### config.mk
export PLATFORM = sky130hd
export DESIGN_NAME = rf_access_arbiter
export DESIGN_NICKNAME = d
export VERILOG_FILES = /design/src/rtl/rf_access_arbiter.sv
export SDC_FILE = /design/constraint.sdc
export NUM_CORES = 1
export LEC_CHECK = 0
export BUFFER_PORTS_ARGS = -buffer_cell sky130_fd_sc_hd__buf_2
export CAP_MARGIN = 20
export CELL_PAD_IN_SITES_DETAIL_PLACEMENT = 1
export CELL_PAD_IN_SITES_GLOBAL_PLACEMENT = 2
export CORE_MARGIN = 2
export CORE_UTILIZATION = 24
export DETAILED_ROUTE_END_ITERATION = 10
export PLACE_DENSITY = 0.95
export SLEW_MARGIN = 20
export SYNTH_ARGS = -nofsm -noshare
export SYNTH_HDL_FRONTEND = slang
export SYNTH_SLANG_ARGS = --single-unit
### constraint.sdc
create_clock -name clk -period 2.87 [get_ports clk]
set_clock_uncertainty 0.1 [all_clocks]
set_input_delay 0.574 -clock clk [delete_from_list [all_inputs] [get_ports clk]]
set_output_delay 0.574 -clock clk [all_outputs]
set_load 0.02 [all_outputs]
### src/rtl/rf_access_arbiter.sv
// rf_access_arbiter
//   Shares one 8x32 register file (one write port, one async read port)
//   between two requesters, A and B. Each transaction (read or write) runs
//   through a fixed three-state sequence IDLE -> ACCESS -> DONE. The winner
//   receives a one-cycle ack in DONE. For a read, the data is valid on rdata
//   in that same cycle.
//
//   Handshake: a requester raises req_x with we_x/addr_x/wdata_x stable and
//   holds it until it samples ack_x=1. It drops req_x at that edge. If req_x
//   is still high when the arbiter is back in IDLE, that is a new transaction.
//   Requests that arrive while busy wait at the requester. None are lost.
//
//   Configuration macro: ARB_ROUND_ROBIN_EN
//     defined   - on a tie, the requester not granted last wins; the
//                 last-grant pointer updates on every grant
//     undefined - fixed priority, A always wins a tie; no pointer is built
//
//   dbg_state exposes the FSM state (0=IDLE, 1=ACCESS, 2=DONE) for checkers.

module rf_access_arbiter #(
  parameter int DATA_W = 32,
  parameter int ADDR_W = 3
) (
  input  logic              clk,
  input  logic              reset,
  // requester A
  input  logic              req_a,
  input  logic              we_a,
  input  logic [ADDR_W-1:0] addr_a,
  input  logic [DATA_W-1:0] wdata_a,
  output logic              ack_a,
  // requester B
  input  logic              req_b,
  input  logic              we_b,
  input  logic [ADDR_W-1:0] addr_b,
  input  logic [DATA_W-1:0] wdata_b,
  output logic              ack_b,
  // shared results
  output logic [DATA_W-1:0] rdata,
  output logic              busy,
  // register file side
  output logic              rf_we,
  output logic [ADDR_W-1:0] rf_wAddr,
  output logic [DATA_W-1:0] rf_wData,
  output logic [ADDR_W-1:0] rf_rAddr,
  input  logic [DATA_W-1:0] rf_rData,
  // debug
  output logic [1:0]        dbg_state
);

  typedef enum logic [1:0] {
    IDLE   = 2'd0,
    ACCESS = 2'd1,
    DONE   = 2'd2
  } state_e;

  state_e              state_q;
  logic                busy_q;
  logic                ack_a_q;
  logic                ack_b_q;
  logic                id_b_q;     // latched winner: 1 = B, 0 = A
  logic                rf_we_q;    // latched we, high only in ACCESS
  logic [ADDR_W-1:0]   addr_q;     // latched address, drives both rf ports
  logic [DATA_W-1:0]   wdata_q;    // latched write data
  logic [DATA_W-1:0]   rdata_q;

  // Winner selection for the current IDLE cycle
  logic                grant_valid_d;
  logic                grant_b_d;
  logic                sel_we_d;
  logic [ADDR_W-1:0]   sel_addr_d;
  logic [DATA_W-1:0]   sel_wdata_d;

`ifdef ARB_ROUND_ROBIN_EN
  logic                last_b_q;   // 1 = B was granted last

  // Round-robin: a tie goes to whoever was not granted last
  always_comb begin
    grant_valid_d = req_a | req_b;
    if (req_a && req_b) begin
      grant_b_d = ~last_b_q;
    end else begin
      grant_b_d = req_b;
    end
  end
`else
  // Fixed priority: A wins every tie
  always_comb begin
    grant_valid_d = req_a | req_b;
    grant_b_d     = req_b & ~req_a;
  end
`endif

  // Steer the winner's transaction fields toward the latch registers
  always_comb begin
    sel_we_d    = we_a;
    sel_addr_d  = addr_a;
    sel_wdata_d = wdata_a;
    if (grant_b_d) begin
      sel_we_d    = we_b;
      sel_addr_d  = addr_b;
      sel_wdata_d = wdata_b;
    end
  end

  // Transaction FSM with registered outputs
  always_ff @(posedge clk) begin
    if (reset) begin
      state_q  <= IDLE;
      busy_q   <= 1'b0;
      ack_a_q  <= 1'b0;
      ack_b_q  <= 1'b0;
      id_b_q   <= 1'b0;
      rf_we_q  <= 1'b0;
      addr_q   <= '0;
      wdata_q  <= '0;
      rdata_q  <= '0;
`ifdef ARB_ROUND_ROBIN_EN
      last_b_q <= 1'b1;
`endif
    end else begin
      case (state_q)
        IDLE: begin
          if (grant_valid_d) begin
            state_q  <= ACCESS;
            busy_q   <= 1'b1;
            id_b_q   <= grant_b_d;
            rf_we_q  <= sel_we_d;
            addr_q   <= sel_addr_d;
            wdata_q  <= sel_wdata_d;
`ifdef ARB_ROUND_ROBIN_EN
            last_b_q <= grant_b_d;
`endif
          end
        end
        ACCESS: begin
          // The write commits in the register file at this edge. A read
          // captures the async read data here.
          state_q <= DONE;
          rf_we_q <= 1'b0;
          if (!rf_we_q) begin
            rdata_q <= rf_rData;
          end
          ack_a_q <= ~id_b_q;
          ack_b_q <=  id_b_q;
        end
        DONE: begin
          state_q <= IDLE;
          busy_q  <= 1'b0;
          ack_a_q <= 1'b0;
          ack_b_q <= 1'b0;
        end
        default: begin
          state_q <= IDLE;
          busy_q  <= 1'b0;
          ack_a_q <= 1'b0;
          ack_b_q <= 1'b0;
          rf_we_q <= 1'b0;
        end
      endcase
    end
  end

  // Reset is synchronous to clk. Gating the registered enable with it keeps
  // rf_we clean. It also stops a write in ACCESS from committing at the
  // reset edge.
  assign rf_we     = rf_we_q & ~reset;
  assign rf_wAddr  = addr_q;
  assign rf_rAddr  = addr_q;
  assign rf_wData  = wdata_q;
  assign rdata     = rdata_q;
  assign ack_a     = ack_a_q;
  assign ack_b     = ack_b_q;
  assign busy      = busy_q;
  assign dbg_state = state_q;

endmodule

# Yosys cells after proc, flatten, opt, wreduce, memory -nomap -nowiden
# Cells that the tools add are included.
dict set report totals {
  reg_bits 74
  word_cells 37
  output_inout_bits 76
  in_bits 108
}
dict set report classes {
  mux 11
  n_reduce_logical 5
  n_eq_ne 3
  bitwise 9
}
# cell count
set op_table {}
lappend op_table {{2-to-1 mux 32 bit} 1}
lappend op_table {{case mux 1 bit (2 select lines)} 4}
lappend op_table {{AND reduction 2 bit} 4}
lappend op_table {{inverter 1 bit} 6}
lappend op_table {{case mux 2 bit (2 select lines)} 1}
lappend op_table {{2-to-1 mux 1 bit} 3}
lappend op_table {{2-to-1 mux 3 bit} 1}
lappend op_table {{bitwise AND 1 bit} 2}
lappend op_table {{equality test 2 x 1 -> 1 bit (second input constant)} 1}
lappend op_table {{equality test 2 bit (second input constant)} 1}
lappend op_table {{zero test 2 bit} 1}
lappend op_table {{2-to-1 mux 2 bit} 1}
lappend op_table {{inequality test 2 bit (second input constant)} 1}
lappend op_table {{OR 1 bit} 1}

# Longest topological paths before layout
dict set report logic_depth {
  depth_word 5
  depth_mapped 6
  mapped_depth_nobuf 3
}

# Least setup slack after synthesis
# OpenSTA, ideal clock, no wires.
dict set report synth_timing {
  path_kind {input -> output}
  start {input port reset}
  end {output port rf_we}
  path_stages 1
  slack_ns 1.287
  arrival_time_ns 0.909
  required_ns 2.196
  path_buffers 0
  cell_sequence {nor2b_1}
}
dict set report synth_between {
  elab_chain_len 2
}
# item line_no
set synth_rtl {}
lappend synth_rtl {{start: declaration} 25} ;# input logic reset,
lappend synth_rtl {{inverter 1 bit} 167} ;# assign rf_we = rf_we_q & ~reset;
lappend synth_rtl {{bitwise AND 1 bit} 167}
lappend synth_rtl {{end: declaration} 42} ;# output logic rf_we,
# No other way between the ends.

# Worst setup path after layout
dict set report layout_timing {
  start {register state_q[1] (netlist: dbg_state[1])}
  end {register rf_we_q}
}
dict set report layout_between {
  elab_chain_len 3
  elab_cells_between_ends 6
  classes_between {2 x eq/ne; 1 x mux; 1 x bitwise; 2 x reduce/logical}
}
# item line_no
set layout_rtl {}
lappend layout_rtl {{start: declaration} 57} ;# state_e state_q;
lappend layout_rtl {{start signal: assignment} 109} ;# state_q <= IDLE;
lappend layout_rtl {{start signal: assignment} 125} ;# state_q <= ACCESS;
lappend layout_rtl {{start signal: assignment} 139} ;# state_q <= DONE;
lappend layout_rtl {{zero test 2 bit / equality test 2 bit (equally long branches)} 122} ;# case (state_q)
lappend layout_rtl {{inequality test 2 bit (no line) / inverter 1 bit (equally long branches)} -}
lappend layout_rtl {{AND reduction 2 bit (no line)} -}
lappend layout_rtl {{end signal: assignment} 128} ;# rf_we_q <= sel_we_d;
lappend layout_rtl {{end: declaration} 62} ;# logic rf_we_q;
# Several ways; a longest one is shown, not always the timed one.
# A chain may end at the register's enable or synchronous reset.

==> impl_metrics.toml <==
[power]
p_clk_frac = 0.400
switchingPower_uw = 851
p_int_uw = 2090
p_sw_frac = 0.290
power_density_nw_per_um2 = 675
combPwrFrac = 0.199
leakagePower_uw = 0.00202
seqPwrFrac = 0.401
peakVddDrop_v = 0.000261

[sta]
worst_slack_ps = 919
setup_tns_ps = 0
period_share = 0.680
relSlewSlack = 0.386
fin_crit_ps = 1950
worst_slew_pin_slew_ps = 919
hold_viol = 0
slew_violations = 0
setup_violations = 0
rsz0062_at_grt = "no"
fmax_ghz = 0.512

[setup_path]
cp.required_ps = 3000
reg2reg_from = "dbg_state[1]$_SDFFE_PP0P_"
cp_max_fo = 38
cp-end-kind = "flip-flop"
critical_path_buf_inv_count = 0
crit_type = "reg -> reg"
start_kind = "flip-flop"
cp_slowest_cell = "nor2_4"
cpLargestDelayFamily = "simple AND/OR/NAND/NOR gates"
worstPathCellList = "nor2_4 > nand2_1 > o31ai_1"
setup.worst_path.start = "dbg_state[1]$_SDFFE_PP0P_"
slowest_delay_ps = 790
critPathArrivalTime_ps = 2080

[floorplan]
fp.dieW_um = 118
dieArea_um2 = 13800
start_util = 0.245
rows = 41
ios = 184
die_h_um = 118
core_area_um2 = 12600

[cts]
cts_resized = 0
cts.clk_slew.worst_paths_ps = 60
cts_setup_buffers = 0
cts.sinks = 74
cts_tree = "yes"
cts_buffers = 9
holdBufCountCts = 0
cts_root_buf = "clkbuf_16"
worstSkewPairLatency_ps = 320
clk_path_buf_depth = 2
htreeDepth = 3

[routing]
route.detailed.drc = 0
wl_mm = 10.5
drt_iter0_drc = 146
postRouteAntennaNets = 0
dr_total_vias = 3273
drt_pass1_iterations = 4
wl_per_cell_um = 14.7
avgViaCountPerCell = 4.60

[status]
run_status = "completed"

[finish]
drive_above_1_share = 0.400
finalNetCount = 643
fill_cells = 1575
area_delta_synth_final_pct = 40.6
fin_cells = 712
antenna_cells = 0

[yosys]
yosys.area.top_type = "dfxtp_1"
synth.cell_area_um2 = 3100
synth_warnings = 0
synth_fp_nets = 482
postSynthCellCount = 374
ys_ff_latch = 74
synth.avg_cell_area_um2 = 8.28
ys_top_cells_by_area = "dfxtp_1 (48%), nand2_1 (16%), a21oi_1 (11%), a311oi_1 (8.8%), buf_4 (3.2%)"
seq_area_frac_synth = 0.478
synth_cell_types = 25
yosysTopAreaCellShare = 0.478

[global_route]
grt_max_degree = 75
grt_pass1_vias = 3294
grt.overflow.total = 0
grt_pass1_wl_mm = 16.6
grtUsageTotal = 0.148
antenna_found_initial = 0

[placed_design]
dpl_worst_slack_ps = 724
gp_congestion = 0.755
io_buffers = 183
hpwl_mm = 7.36
dpl.cell_count = 696

[worst_hold_path]
min_path_type = "reg -> reg"
holdCritStartpoint = "rdata[21]$_SDFFE_PP0P_"

[flow_run]
max_cap_viol_count = 0
path summary, 6_finish.rpt:
| path | to | slack [ps] | cells after the start |
|---|---|---|---|
| setup / recovery | rf_we_q$_SDFFE_PP0P_ | 920 | 3 |
| hold / removal | rdata[21]$_SDFFE_PP0P_ | 350 | 2 |
| setup reg to reg | rf_we_q$_SDFFE_PP0P_ | 920 | 3 |
| hold reg to reg | rdata[21]$_SDFFE_PP0P_ | 350 | 2 |
routing by layer:
metal / global-route usage / vias to the layer above / part of all wire
met5: 0 / - / 0
met4: 0.0482 / 0 / 0.016
met3: 0.0417 / 16 / 0.069
met2: 0.253 / 137 / 0.47
met1: 0.180 / 1514 / 0.45
li1: - / 1606 / -
cell usage in the layout (no fill, tap or decap), types with 2 or more instances in the layout:
| master | Yosys | routed |
|---|---|---|
| nor2_1 | 2 | 2 |
| a311oi_1 | 31 | 31 |
| a311oi_2 | 4 | 4 |
| nor2b_1 | 3 | 2 |
| nand2_1 | 131 | 131 |
| mux2i_1 | 2 | 2 |
| nor3_1 | 3 | 3 |
| clkbuf_8 | 0 | 3 |
| buf_4 | 13 | 5 |
| buf_2 | 11 | 183 |
| dfxtp_1 | 74 | 74 |
| clkbuf_16 | 0 | 9 |
| nand2_2 | 4 | 4 |
| a21oi_1 | 70 | 70 |
| nand2b_1 | 2 | 2 |
state kept, by name, summed over array words and instances, names as in the netlist:
signal / cells
rf_we_q: 1
id_b_q: 1
rf_wData: 32
dbg_state: 2
ack_a: 1
busy: 1
ack_b: 1
rf_rAddr: 3
rdata: 32
logic make-up (layout without fill, tap and decap cells):
group / Yosys count / count (layout) / synth area share
flip-flops: 74 / 74 / 0.478
multiplexers: 2 / 2 / 0.00646
AO/OA/AOI/OAI: 108 / 108 / 0.227
AND/OR/NAND/NOR: 150 / 150 / 0.202
buffers and inverters: 40 / 206 / 0.0857
worst reg2reg max path, cell delays in order (launching register included):
cell     delay, ps
dfxtp_1        460
nor2_4         790
nand2_1        230
o31ai_1        290
power groups by stage:
stage	Combinational [uW]	Clock [uW]	Sequential [uW]
CTS	596	1220	1180
global route	640	1280	1190
detailed placement	596	0	1200
floorplan	280	0	1300
global placement	582	0	1200
finish	585	1180	1180
stage by stage:
step,cell area [um2],util,power (uW),hold slack (ps)
6_report,4350,0.345,2940,350
5_1_grt,4350,0.345,3110,370
4_1_cts,4350,0.345,3000,352
3_5_place_dp,4040,0.320,1800,343
3_3_place_gp,4040,0.320,1780,338
2_1_floorplan,3100,-,1580,406
synth_stat cells:
master / number
nor2_4: 1
a311oi_2: 4
buf_4: 13
mux2i_1: 2
nor2b_1: 3
buf_6: 7
or3b_1: 1
nor2_1: 2
nand2b_1: 2
or2_1: 1
buf_2: 11
clkbuf_1: 7
dfxtp_1: 74
nand2_2: 4
nor3_4: 1
inv_1: 1
a311oi_1: 31
o31ai_1: 1
nand2_1: 131
o211ai_1: 1
nor3b_2: 1
a21oi_1: 70
buf_1: 1
a211oi_1: 1
nor3_1: 3
layout make-up:
type / count / area, um2 / share of cell area
Sequential cell: 74 / 1480 / 0.340
Multi-Input combinational cell: 260 / 1360 / 0.313
Timing Repair Buffer: 189 / 973 / 0.224
Clock buffer: 13 / 270 / 0.0621
Tap cell: 172 / 215 / 0.0494
Clock inverter: 3 / 46.3 / 0.0106
Inverter: 1 / 3.75 / 0.000862
(Power assumes the default switching activity.)
